--- src/rtl/multicycle_control_pkg.sv ---
// Shared constants and types for the multicycle MIPS main control FSM:
// opcodes, state codes, datapath select codes and the decoded output bundle.
package multicycle_control_pkg;

    localparam logic [5:0] OP_RTYPE = 6'b000000;
    localparam logic [5:0] OP_LW    = 6'b100011;
    localparam logic [5:0] OP_SW    = 6'b101011;
    localparam logic [5:0] OP_BEQ   = 6'b000100;
    localparam logic [5:0] OP_J     = 6'b000010;
    localparam logic [5:0] OP_ADDI  = 6'b001000;

    // Codes 13..15 are unused; they decode to all-zero outputs.
    localparam logic [3:0] S_RESET  = 4'd0;
    localparam logic [3:0] S_FETCH  = 4'd1;
    localparam logic [3:0] S_DECODE = 4'd2;
    localparam logic [3:0] S_MEMADR = 4'd3;
    localparam logic [3:0] S_MEMRD  = 4'd4;
    localparam logic [3:0] S_MEMWB  = 4'd5;
    localparam logic [3:0] S_MEMWR  = 4'd6;
    localparam logic [3:0] S_EXEC   = 4'd7;
    localparam logic [3:0] S_ALUWB  = 4'd8;
    localparam logic [3:0] S_BRANCH = 4'd9;
    localparam logic [3:0] S_JUMP   = 4'd10;
    localparam logic [3:0] S_ADDIEX = 4'd11;
    localparam logic [3:0] S_ADDIWB = 4'd12;

    localparam logic [1:0] ALUOP_ADD   = 2'b00;
    localparam logic [1:0] ALUOP_SUB   = 2'b01;
    localparam logic [1:0] ALUOP_FUNCT = 2'b10;
    localparam logic [1:0] ALUOP_ADDI  = 2'b11;

    localparam logic [1:0] SRCB_B       = 2'b00;
    localparam logic [1:0] SRCB_FOUR    = 2'b01;
    localparam logic [1:0] SRCB_IMM     = 2'b10;
    localparam logic [1:0] SRCB_IMM_SH2 = 2'b11;

    localparam logic [1:0] PCSRC_ALU    = 2'b00;
    localparam logic [1:0] PCSRC_ALUOUT = 2'b01;
    localparam logic [1:0] PCSRC_JUMP   = 2'b10;

    typedef struct packed {
        logic       pc_write;
        logic       pc_write_cond;
        logic       iord;
        logic       mem_read;
        logic       mem_write;
        logic       ir_write;
        logic       mem_to_reg;
        logic       reg_dst;
        logic       reg_write;
        logic       alu_src_a;
        logic [1:0] alu_src_b;
        logic [1:0] alu_op;
        logic [1:0] pc_source;
        logic       busy;
    } ctrl_t;

endpackage

--- src/rtl/multicycle_control_if.sv ---
// Control bundle between the main FSM (master) and the multicycle datapath (slave).
interface multicycle_control_if;

    logic [5:0] Op;
    logic       MemReady;
    logic       PCWrite;
    logic       PCWriteCond;
    logic       IorD;
    logic       MemRead;
    logic       MemWrite;
    logic       IRWrite;
    logic       MemtoReg;
    logic       RegDst;
    logic       RegWrite;
    logic       ALUSrcA;
    logic [1:0] ALUSrcB;
    logic [1:0] ALUOp;
    logic [1:0] PCSource;
    logic       Busy;

    modport master (
        input  Op, MemReady,
        output PCWrite, PCWriteCond, IorD, MemRead, MemWrite, IRWrite, MemtoReg,
               RegDst, RegWrite, ALUSrcA, ALUSrcB, ALUOp, PCSource, Busy
    );

    modport slave (
        output Op, MemReady,
        input  PCWrite, PCWriteCond, IorD, MemRead, MemWrite, IRWrite, MemtoReg,
               RegDst, RegWrite, ALUSrcA, ALUSrcB, ALUOp, PCSource, Busy
    );

endinterface

--- src/rtl/multicycle_control_outdec.sv ---
// Combinational Moore output decode: state (plus MemReady in fetch only) to the
// full control bundle. Unlisted signals default to 0 in every state.
module multicycle_control_outdec
    import multicycle_control_pkg::*;
(
    input  logic [3:0] state_i,
    input  logic       mem_ready_i,
    output ctrl_t      ctrl_o
);

    always_comb begin
        ctrl_o      = '0;
        ctrl_o.busy = (state_i >= S_DECODE) && (state_i <= S_ADDIWB);
        case (state_i)
            S_FETCH: begin
                ctrl_o.mem_read  = 1'b1;
                ctrl_o.alu_src_b = SRCB_FOUR;
                ctrl_o.ir_write  = mem_ready_i;
                ctrl_o.pc_write  = mem_ready_i;
            end
            S_DECODE: ctrl_o.alu_src_b = SRCB_IMM_SH2;
            S_MEMADR: begin
                ctrl_o.alu_src_a = 1'b1;
                ctrl_o.alu_src_b = SRCB_IMM;
            end
            S_MEMRD: begin
                ctrl_o.mem_read = 1'b1;
                ctrl_o.iord     = 1'b1;
            end
            S_MEMWB: begin
                ctrl_o.reg_write  = 1'b1;
                ctrl_o.mem_to_reg = 1'b1;
            end
            S_MEMWR: begin
                ctrl_o.mem_write = 1'b1;
                ctrl_o.iord      = 1'b1;
            end
            S_EXEC: begin
                ctrl_o.alu_src_a = 1'b1;
                ctrl_o.alu_src_b = SRCB_B;
                ctrl_o.alu_op    = ALUOP_FUNCT;
            end
            S_ALUWB: begin
                ctrl_o.reg_write = 1'b1;
                ctrl_o.reg_dst   = 1'b1;
            end
            S_BRANCH: begin
                ctrl_o.alu_src_a     = 1'b1;
                ctrl_o.alu_src_b     = SRCB_B;
                ctrl_o.alu_op        = ALUOP_SUB;
                ctrl_o.pc_write_cond = 1'b1;
                ctrl_o.pc_source     = PCSRC_ALUOUT;
            end
            S_JUMP: begin
                ctrl_o.pc_write  = 1'b1;
                ctrl_o.pc_source = PCSRC_JUMP;
            end
            S_ADDIEX: begin
                ctrl_o.alu_src_a = 1'b1;
                ctrl_o.alu_src_b = SRCB_IMM;
                ctrl_o.alu_op    = ALUOP_ADDI;
            end
            S_ADDIWB: ctrl_o.reg_write = 1'b1;
            default: ;
        endcase
    end

endmodule

--- src/rtl/multicycle_control.sv ---
// Main control FSM for the multicycle MIPS datapath: state register and
// opcode-driven sequencing; output decode lives in multicycle_control_outdec.
module multicycle_control
    import multicycle_control_pkg::*;
#(
    parameter bit MEM_WAIT_EN = 1'b1
) (
    input  logic                clk,
    input  logic                reset,
    multicycle_control_if.master bus
);

    logic [3:0] state_q, state_d;
    logic       mem_rdy;
    ctrl_t      ctrl;

    assign mem_rdy = MEM_WAIT_EN ? bus.MemReady : 1'b1;

    always_comb begin
        state_d = state_q;
        case (state_q)
            S_RESET: state_d = S_FETCH;
            S_FETCH: if (mem_rdy) state_d = S_DECODE;
            S_DECODE: begin
                case (bus.Op)
                    OP_LW, OP_SW: state_d = S_MEMADR;
                    OP_RTYPE:     state_d = S_EXEC;
                    OP_BEQ:       state_d = S_BRANCH;
                    OP_J:         state_d = S_JUMP;
                    OP_ADDI:      state_d = S_ADDIEX;
                    default:      state_d = S_FETCH;
                endcase
            end
            S_MEMADR: state_d = (bus.Op == OP_SW) ? S_MEMWR : S_MEMRD;
            S_MEMRD:  if (mem_rdy) state_d = S_MEMWB;
            S_MEMWR:  if (mem_rdy) state_d = S_FETCH;
            S_EXEC:   state_d = S_ALUWB;
            S_ADDIEX: state_d = S_ADDIWB;
            default:  state_d = S_FETCH;
        endcase
    end

    always_ff @(posedge clk or posedge reset) begin
        if (reset) begin
            state_q <= S_RESET;
        end else begin
            state_q <= state_d;
        end
    end

    multicycle_control_outdec u_outdec (
        .state_i     (state_q),
        .mem_ready_i (mem_rdy),
        .ctrl_o      (ctrl)
    );

    assign bus.PCWrite     = ctrl.pc_write;
    assign bus.PCWriteCond = ctrl.pc_write_cond;
    assign bus.IorD        = ctrl.iord;
    assign bus.MemRead     = ctrl.mem_read;
    assign bus.MemWrite    = ctrl.mem_write;
    assign bus.IRWrite     = ctrl.ir_write;
    assign bus.MemtoReg    = ctrl.mem_to_reg;
    assign bus.RegDst      = ctrl.reg_dst;
    assign bus.RegWrite    = ctrl.reg_write;
    assign bus.ALUSrcA     = ctrl.alu_src_a;
    assign bus.ALUSrcB     = ctrl.alu_src_b;
    assign bus.ALUOp       = ctrl.alu_op;
    assign bus.PCSource    = ctrl.pc_source;
    assign bus.Busy        = ctrl.busy;

endmodule

--- src/flat_wrapper.sv ---
// flat-port wrapper written by rule: the top's interface ports become plain ports
module multicycle_control_flat import multicycle_control_pkg::*;
#(
    parameter bit MEM_WAIT_EN = 1'b1
)
  (clk, reset, bus_Op, bus_MemReady, bus_PCWrite, bus_PCWriteCond, bus_IorD, bus_MemRead, bus_MemWrite, bus_IRWrite, bus_MemtoReg, bus_RegDst, bus_RegWrite, bus_ALUSrcA, bus_ALUSrcB, bus_ALUOp, bus_PCSource, bus_Busy);
  multicycle_control_if bus_i ();
  input  logic clk;
  input  logic reset;
  input wire logic [$bits(bus_i.Op)-1:0] bus_Op;
  input wire logic [$bits(bus_i.MemReady)-1:0] bus_MemReady;
  output wire logic [$bits(bus_i.PCWrite)-1:0] bus_PCWrite;
  output wire logic [$bits(bus_i.PCWriteCond)-1:0] bus_PCWriteCond;
  output wire logic [$bits(bus_i.IorD)-1:0] bus_IorD;
  output wire logic [$bits(bus_i.MemRead)-1:0] bus_MemRead;
  output wire logic [$bits(bus_i.MemWrite)-1:0] bus_MemWrite;
  output wire logic [$bits(bus_i.IRWrite)-1:0] bus_IRWrite;
  output wire logic [$bits(bus_i.MemtoReg)-1:0] bus_MemtoReg;
  output wire logic [$bits(bus_i.RegDst)-1:0] bus_RegDst;
  output wire logic [$bits(bus_i.RegWrite)-1:0] bus_RegWrite;
  output wire logic [$bits(bus_i.ALUSrcA)-1:0] bus_ALUSrcA;
  output wire logic [$bits(bus_i.ALUSrcB)-1:0] bus_ALUSrcB;
  output wire logic [$bits(bus_i.ALUOp)-1:0] bus_ALUOp;
  output wire logic [$bits(bus_i.PCSource)-1:0] bus_PCSource;
  output wire logic [$bits(bus_i.Busy)-1:0] bus_Busy;
  assign bus_i.Op = bus_Op;
  assign bus_i.MemReady = bus_MemReady;
  assign bus_PCWrite = bus_i.PCWrite;
  assign bus_PCWriteCond = bus_i.PCWriteCond;
  assign bus_IorD = bus_i.IorD;
  assign bus_MemRead = bus_i.MemRead;
  assign bus_MemWrite = bus_i.MemWrite;
  assign bus_IRWrite = bus_i.IRWrite;
  assign bus_MemtoReg = bus_i.MemtoReg;
  assign bus_RegDst = bus_i.RegDst;
  assign bus_RegWrite = bus_i.RegWrite;
  assign bus_ALUSrcA = bus_i.ALUSrcA;
  assign bus_ALUSrcB = bus_i.ALUSrcB;
  assign bus_ALUOp = bus_i.ALUOp;
  assign bus_PCSource = bus_i.PCSource;
  assign bus_Busy = bus_i.Busy;
  multicycle_control #(.MEM_WAIT_EN(MEM_WAIT_EN)) u_core (.clk(clk), .reset(reset), .bus(bus_i));
endmodule
--- config.mk ---
export PLATFORM = sky130hd
export DESIGN_NAME = multicycle_control_flat
export DESIGN_NICKNAME = d
export VERILOG_FILES = /design/src/rtl/multicycle_control_pkg.sv /design/src/rtl/multicycle_control_if.sv /design/src/rtl/multicycle_control_outdec.sv /design/src/rtl/multicycle_control.sv /design/src/flat_wrapper.sv
export SDC_FILE = /design/constraint.sdc
export NUM_CORES = 1
export LEC_CHECK = 0
export ABC_AREA = 1
export CAP_MARGIN = 20
export CORE_AREA = 8 8 45 47
export DETAILED_ROUTE_END_ITERATION = 8
export DIE_AREA = 0 0 53 55
export PLACE_DENSITY = 0.82
export SLEW_MARGIN = 20
export SYNTH_ARGS = -nofsm -noshare
export SYNTH_HDL_FRONTEND = slang
export SYNTH_SLANG_ARGS = --single-unit
--- constraint.sdc ---
create_clock -name clk -period 3.6 [get_ports clk]
set_input_delay 0.72 -clock clk [delete_from_list [all_inputs] [get_ports clk]]
set_output_delay 0.72 -clock clk [all_outputs]
set_load 0.01 [all_outputs]
==> run metrics <==
metal2 WL=716 um; via count=646; Unique masters post-synth=21; initial antenna violation count=0; DRT antenna net count=0; Synth Area per Inst=5.57 um^2; Leakage=0.375 nW; VDD IR max=0.341 mV; Total Wirelength=1420 um; Achievable Freq=375 MHz; Setup Fix Bufs, Post-CTS=0; area of the core=1380 um^2; commonest non-fill, non-tap cell in the layout=clkdlybuf4s50_1; Final #Nets=124; Max Cap Viol=0; final RePlAce weighted congestion=0.853; setup_tns=0 ps; Worst slew margin=85.8%; actual transition at the worst max-transition pin=213 ps; Synth Instances=86; final hold vios=0; Vias/cell=5.01; CTS tree=yes; Initial DRT Pass Iterations=4; sequential area share after synthesis=20.9%; CTS buffer count=3; clock sinks=4; row cnt=14; die width=53 um; Skew-Pair Late Insertion Delay=240 ps; root buffer cell=clkbuf_4; Initial Utilization=34.6%; antenna diode count=0; Syn Nets=95; flops & latches, synth=4; unrepaired setup endpoints after global routing=no; Final period util=74.0%; Critical Path RT=2880 ps; Tmin final=2670 ps; num ports=26; clk_skew=7.08 ps; Post-Route M1 WL=588 um; total gr overflow=0; vias in the first global route=578; PwrDens=707 nW/um^2; Final setup viols=0; drt wl/cell=11.0 um; Filler cells=164; mapped cell area=479 um^2; CP Max Fanout=5; Hold Path Class=flip-flop to flip-flop; Max Buffers Root-to-Sink=2; layout overhead on the synthesized area=59.5%; largest net degree at the start of global routing=8; hpwl dp=1180 um; Setup crit start kind=input pin; clock slew at reported path FFs=40 ps; most frequent cells in the layout=clkdlybuf4s50_1 (25), nor2_1 (19), nand2_1 (18); fin. max-slew vios=0; largest register by flop count=u_core.state_q; first-pass GRT wire length=2300 um; CP Capture Type=output pin; Yosys warnings=0; hold_buf cts=0; initial drt markers=21; Pwr Total=540 uW; top layer in use=met4; max FFs per register=4; met3 wire length=86 um; PortBufs=25; Regs by FF count=u_core.state_q (4); critical path type=input pin to output pin; DRC Markers=0; die height=55 um; CP Data Arrival Time=1950 ps; outcome=completed; GR Util All Layers=10.2%; post_cts resized=0; depth of the CTS H-tree=1; die area=2920 um^2; share of layout cells above drive strength 1=13.3%
-- report_power, final --
| group | switching [mW] | internal (mW) | leakage [nW] |
|---|---|---|---|
| combinational | 0.218 | 0.181 | 0.311 |
| sequential | 0.0219 | 0.0629 | 0.0511 |
| clock | 0.0194 | 0.0374 | 0.0138 |
-- path summary, 6_finish.rpt --
| kind | from | end | slack [ps] | cells past startpoint |
|---|---|---|---|---|
| worst max-delay path | bus_MemReady | bus_PCWrite | 930 | 4 |
| worst min-delay path | u_core.state_q[0] | u_core.state_q[2] | 570 | 1 |
| worst max register to register | u_core.state_q[0] | u_core.state_q[0] | 2290 | 8 |
| worst min register to register | u_core.state_q[0] | u_core.state_q[2] | 570 | 1 |
| max in group asynchronous | reset | u_core.state_q[1] | 2790 | 2 |
| min in group asynchronous | reset | u_core.state_q[3] | 660 | 2 |
-- cells by family (layout without fill, tap and decap cells) --
kind of cell	Yosys count	after routing	synth area share, %
AO/OA/AOI/OAI	14	14	17.8
AND/OR/NAND/NOR	52	52	47.8
buffers and inverters	16	43	13.6
flip-flops	4	4	20.9
-- routing by layer --
metal	global-route usage, %	vias to the layer above
met3	1.07	2
met1	11.3	287
li1	-	329
met5	0	-
met4	5.17	0
met2	18.8	28
-- synthesized netlist by cell type --
master,number,area [um^2]
a21oi_1,1,5.00
a21oi_2,1,8.76
a31oi_1,1,6.26
buf_4,1,7.51
clkinv_2,1,5.00
dfrtp_1,4,100
inv_1,11,41.3
inv_2,3,11.3
nand2_1,18,67.6
nand2_2,2,12.5
nand3_1,6,30.0
nand3b_1,1,7.51
nor2_1,19,71.3
nor2_2,3,18.8
nor2_4,1,11.3
nor3_1,2,10.0
o21a_1,1,7.51
o21ai_0,5,25.0
o21ai_1,1,5.00
o21ai_2,1,8.76
o22ai_1,3,18.8
-- layout make-up --
cell class | count | area [um^2] | area share [%]
multi-input cells | 66 | 314 | 41.1
repair buffers | 25 | 250 | 32.7
flip-flops and latches | 4 | 100 | 13.1
inverters | 15 | 57.6 | 7.53
clock buffers | 3 | 22.5 | 2.95
well taps | 16 | 20.0 | 2.62
-- critical path, stage by stage --
cell             delay (ps)
clkdlybuf4s50_1         450
inv_1                    80
o22ai_1                 130
clkdlybuf4s50_1         560
-- stage by stage --
stage	setup WS (ps)	cell area, um^2	utilization (%)	std cells	hold slack, ps
2_1_floorplan	1820	479	-	86	486
3_3_place_gp	949	742	53.6	126	580
3_5_place_dp	930	742	53.6	126	579
4_1_cts	930	764	55.2	129	578
5_1_grt	866	764	55.2	129	621
6_report	935	764	55.2	129	573
(Power assumes the default switching activity.)
